File: src/rtl/mult_pkg.sv
`default_nettype none
// +----------------------------------------------------------------------+
// | mult_pkg : shared multiplier datapath sizes and resolver FSM states  |
// | Rev 1.0                                                              |
// +----------------------------------------------------------------------+
package mult_pkg;

    localparam int MULT_WIDTH = 64;
    localparam int MULT_CHUNK = 16;

    typedef enum logic [1:0] {
        ST_IDLE = 2'd0,
        ST_ADD  = 2'd1,
        ST_DONE = 2'd2
    } cpa_state_e;

endpackage
`default_nettype wire

File: src/rtl/cpa_chunk.sv
`default_nettype none
// +----------------------------------------------------------------------+
// | cpa_chunk : combinational CHUNK-bit adder slice with carry in/out    |
// | Rev 1.0                                                              |
// +----------------------------------------------------------------------+
module cpa_chunk
    import mult_pkg::*;
#(
    parameter int CHUNK = MULT_CHUNK
) (
    input  logic [CHUNK-1:0] a_i,
    input  logic [CHUNK-1:0] b_i,
    input  logic             cin_i,
    output logic [CHUNK-1:0] sum_o,
    output logic             cout_o
);

    assign {cout_o, sum_o} = {1'b0, a_i} + {1'b0, b_i} + {{CHUNK{1'b0}}, cin_i};

endmodule
`default_nettype wire

File: src/rtl/cpa_resolver.sv
`default_nettype none
// +----------------------------------------------------------------------+
// | cpa_resolver : multi-cycle carry-propagate adder resolving a 3:2     |
// | sum/carry pair CHUNK bits per cycle, LSB first.        Rev 1.0       |
// +----------------------------------------------------------------------+
module cpa_resolver
    import mult_pkg::*;
#(
    parameter int WIDTH = MULT_WIDTH,
    parameter int CHUNK = MULT_CHUNK
) (
    input  logic             clk,
    input  logic             rst,
    input  logic             in_valid,
    output logic             in_ready,
    input  logic [WIDTH-1:0] in_sum,
    input  logic [WIDTH-1:0] in_carry,
    output logic             out_valid,
    input  logic             out_ready,
    output logic [WIDTH-1:0] out_result,
    output logic             out_cout
);

    localparam int              NCHUNK = WIDTH / CHUNK;
    localparam int              K_W    = (NCHUNK > 1) ? $clog2(NCHUNK) : 1;
    localparam logic [K_W-1:0]  K_LAST = K_W'(NCHUNK - 1);

    cpa_state_e       state_q;
    logic [WIDTH-1:0] sum_q;
    logic [WIDTH-1:0] carry_vec_q;
    logic [WIDTH-1:0] result_q;
    logic [K_W-1:0]   k_q;
    logic             cin_q;
    logic             cout_q;
    logic             valid_q;

    logic [CHUNK-1:0] w_chunk_a;
    logic [CHUNK-1:0] w_chunk_b;
    logic [CHUNK-1:0] w_chunk_sum;
    logic             w_chunk_cout;

    assign w_chunk_a = sum_q[int'(k_q)*CHUNK +: CHUNK];
    assign w_chunk_b = carry_vec_q[int'(k_q)*CHUNK +: CHUNK];

    // One adder slice, time-multiplexed across all chunks of the operands.
    cpa_chunk #(
        .CHUNK (CHUNK)
    ) u_chunk (
        .a_i    (w_chunk_a),
        .b_i    (w_chunk_b),
        .cin_i  (cin_q),
        .sum_o  (w_chunk_sum),
        .cout_o (w_chunk_cout)
    );

    assign in_ready   = (state_q == ST_IDLE) && !rst;
    assign out_valid  = valid_q;
    assign out_result = result_q;
    assign out_cout   = cout_q;

    always_ff @(posedge clk or posedge rst) begin
        if (rst) begin
            state_q     <= ST_IDLE;
            sum_q       <= '0;
            carry_vec_q <= '0;
            result_q    <= '0;
            k_q         <= '0;
            cin_q       <= 1'b0;
            cout_q      <= 1'b0;
            valid_q     <= 1'b0;
        end else begin
            case (state_q)
                ST_IDLE: begin
                    if (in_valid) begin
                        sum_q       <= in_sum;
                        carry_vec_q <= in_carry;
                        k_q         <= '0;
                        cin_q       <= 1'b0;
                        state_q     <= ST_ADD;
                    end
                end
                ST_ADD: begin
                    // Chunks not yet reached keep whatever they held before.
                    result_q[int'(k_q)*CHUNK +: CHUNK] <= w_chunk_sum;
                    cin_q <= w_chunk_cout;
                    if (k_q == K_LAST) begin
                        cout_q  <= w_chunk_cout;
                        valid_q <= 1'b1;
                        state_q <= ST_DONE;
                    end else begin
                        k_q <= k_q + K_W'(1);
                    end
                end
                ST_DONE: begin
                    if (out_ready) begin
                        valid_q <= 1'b0;
                        state_q <= ST_IDLE;
                    end
                end
                default: state_q <= ST_IDLE;
            endcase
        end
    end

endmodule
`default_nettype wire
File: config.mk
export PLATFORM = sky130hd
export DESIGN_NAME = cpa_resolver
export DESIGN_NICKNAME = d
export VERILOG_FILES = /design/src/rtl/mult_pkg.sv /design/src/rtl/cpa_chunk.sv /design/src/rtl/cpa_resolver.sv
export SDC_FILE = /design/constraint.sdc
export NUM_CORES = 1
export LEC_CHECK = 0
export BUFFER_PORTS_ARGS = -buffer_cell sky130_fd_sc_hd__buf_2
export CAP_MARGIN = 15
export CORE_ASPECT_RATIO = 0.8
export CORE_UTILIZATION = 25
export CTS_CLUSTER_SIZE = 20
export DETAILED_ROUTE_END_ITERATION = 6
export PLACE_DENSITY = 0.42
export SETUP_SLACK_MARGIN = 0.15
export SLEW_MARGIN = 10
export SYNTH_ARGS = -nofsm -noshare
export SYNTH_HDL_FRONTEND = slang
export SYNTH_SLANG_ARGS = --single-unit
export TNS_END_PERCENT = 50
File: constraint.sdc
create_clock -name clk -period 10.4 [get_ports clk]
set_input_delay 1.04 -clock clk [delete_from_list [all_inputs] [get_ports clk]]
set_output_delay 1.04 -clock clk [all_outputs]
set_load 0.005 [all_outputs]
==> impl_metrics.ini <==
[die]
core_um2 = 35900
die_width_um = 215
die_area_um2 = 37200
start_util_pct = 25.4
dieHeight_um = 173
io_pins = 199
fp-row-count = 62

[clock_network]
cts.sinks = 199
cts_made_buffers = 17
cts.clk_slew.worst_paths_ns = 0.08
root_buffer = clkbuf_16
postCtsSetupBuffers = 0
cts_max_level = 4
cts_tree = built
clock_latency_ns = 0.46
cts.path.max_buffers = 2
postCtsHoldBufs = 0
post_cts_resized = 0

[power]
power.switching_mw = 2.04
power_leakage_nw = 5.11
power_mw = 4.61
p_seq_share_pct = 29.3
powerDensity_nw_per_um2 = 411
switching_share_pct = 44.4
p_int_mw = 2.56
comb_power_share_pct = 56.5
ir_drop_v = 0.000176
p_clk_share_pct = 14.2

[sta]
final.period_utilization_pct = 38.9
finalHoldViolations = 0
setup_viol = 0
drv_slew = 0
setup_ws_ns = 6.35
clock_skew_ns = 0.0112
rsz0062_at_grt = no
slew_headroom_pct = 33.8
final.min_clock_period_ns = 4.05
tightest_slew_ns = 0.992
tns_ns = 0
max_clock_freq_mhz = 247

[global_routing]
busiest_layer = met1
grt_first_pass_wirelength_um = 41800
grt_max_degree = 126
antenna_found_initial = 19
gr-total-overflow = 0
grt_pass1_vias = 6324
grtUsageMet3_pct = 5.96
use_met2_pct = 20.2
globalRouteTotalUtil_pct = 15.1
grt_use_met1_pct = 22.2

[worst_setup_path]
worstSetupEndpoint = out_result[30]
cp_max_fo = 21
path_class = flip-flop to flip-flop
cp-start-kind = flip-flop
r2r_end = out_result[30]
rrSetupSlack_ns = 6.35
cpMaxStageDelayCell = dfrtp_2
r2r-start = k_q[0]
crit_chain = buf_4, mux4_2, ha_1, a21o_1, a221o_1, or4_4, o211ai_2, a22o_1
critPathMaxStageDelay_ns = 0.82
crit_arrival_ns = 4.44
crit_path_start = k_q[0]
endpoint_kind = flip-flop
critical_path_depth = 8
timing.critical_path.buf_inv = 1
required_ns = 10.79
ff2ff_path_depth = 8
path_delay_family = compound AO/OA/AOI/OAI gates

[final_layout]
nets = 990
drive_gt1_share_pct = 48.5
final_cell_mix = buf_2, dfrtp_1, mux2_2
layout_commonest_cell = buf_2
area.growth.synth_to_final_pct = 23.0
utilization_pct = 31.2

[synthesis]
syn_inst = 645
syn_area_um2 = 9110
ys_ff_latch = 199
yosysSeqAreaShare_pct = 54.7
syn_nets = 800
syn_avg_cell_area_um2 = 14.1
async_flop_share_pct = 100
yosysWarnings = 0
ys.flop_type = dfrtp_1
synth_edf_count = 0
ys_types = 48

[route]
drc = 0
dr.pass1.iters = 4
drtIter0Drc = 410
viasPerCell = 4.62
vias = 6177
wirelength_um = 27200
wl_per_cell_um = 20.3
ant_nets = 0

[min_path]
worstHoldPathType = flip-flop to flip-flop

[placed_design]
io_buffers = 198
gp_congestion = 0.792
dp_hpwl_um = 19800
post-place-ws_ns = 6.32

[flow_run]
drv.max_cap_violation_count = 0

[status]
status = completed
cell type report:
class / count / area [um2]
fill: 3664 / 24700
tap: 480 / 601
multi-input combinational: 401 / 3930
antenna: 9 / 22.5
clock inverter: 12 / 109
clock buffer: 20 / 457
sequential: 199 / 4980
timing repair buffer: 207 / 1060
inverter: 9 / 41.3
registers in the layout (all words and copies together) (netlist names):
register,flops
cin_q,1
carry_vec_q,64
sum_q,64
out_valid,1
out_result,64
k_q,2
out_cout,1
state_q,2
layer usage:
metal	part of all wire, %	vias up
met5	0.47	-
met4	0.87	20
met3	8.8	40
met2	40	184
met1	49	3111
li1	-	2822
worst min-delay path by stage:
stage                           to  cells after the start            from
floorplan           out_result[17]                      2  out_result[17]
global placement    out_result[17]                      2  out_result[17]
detailed placement   out_result[2]                      2   out_result[2]
CTS                  out_result[2]                      2   out_result[2]
global route         out_result[2]                      2   out_result[2]
finish               out_result[2]                      2   out_result[2]
Yosys cell counts (all sizes together), types with 2 or more instances:
cell	number	area, um2
and2	2	15.0
nor3	4	20.0
a21oi	22	110
a21boi	2	15.0
o2111ai	2	17.5
and3	4	25.0
mux2i	4	40.0
dfrtp	199	4980
buf	19	108
xor2	5	43.8
or3	5	31.3
nor2	16	60.1
nand2b	4	25.0
xnor2	7	61.3
mux4	32	721
o21bai	3	22.5
o21a	3	22.5
nor2b	2	12.5
nor3b	2	15.0
a22oi	3	22.5
a21o	7	52.6
inv	9	33.8
a31o	3	26.3
clkbuf	17	63.8
mux2	129	1450
fa	2	40.0
o211ai	4	35.0
nand2	25	93.8
a22o	48	420
nand3	7	35.0
o21ai	17	85.1
a31oi	4	25.0
ha	21	263
power groups by stage:
stage	registers (mW)	clock network [mW]	logic, mW
after floorplan	1.27	0	1.86
after global placement	1.38	0	2.62
after detailed placement	1.37	0	2.63
after CTS	1.36	0.682	2.64
after global routing	1.40	0.709	2.86
final	1.35	0.656	2.60
worst min-delay path, cell delays in order, from the launching register on:
cell and delay, ns:
dfrtp_1 0.34, nand2_1 0.05, o21ai_0 0.06
per-stage QoR:
step | hold WS, ns | cell area [um2] | cells
6_report | 0.476 | 11200 | 1337
5_1_grt | 0.504 | 11200 | 1330
4_1_cts | 0.482 | 11200 | 1328
3_5_place_dp | 0.465 | 10600 | 1296
3_3_place_gp | 0.459 | 10600 | 1296
2_1_floorplan | 0.473 | 9110 | 645
kinds of logic (layout without fill, tap and decap cells):
family,Yosys count,count (layout),synth area share [%]
buf+inv,45,248,2.25
mux,165,165,24.3
fa+ha+maj,23,23,3.32
simple gates,75,75,4.04
compound gates,126,126,10.3
flops,199,199,54.7
xor+xnor,12,12,1.15
other cells,0,9,0
Power figures use the tool's default switching activity.
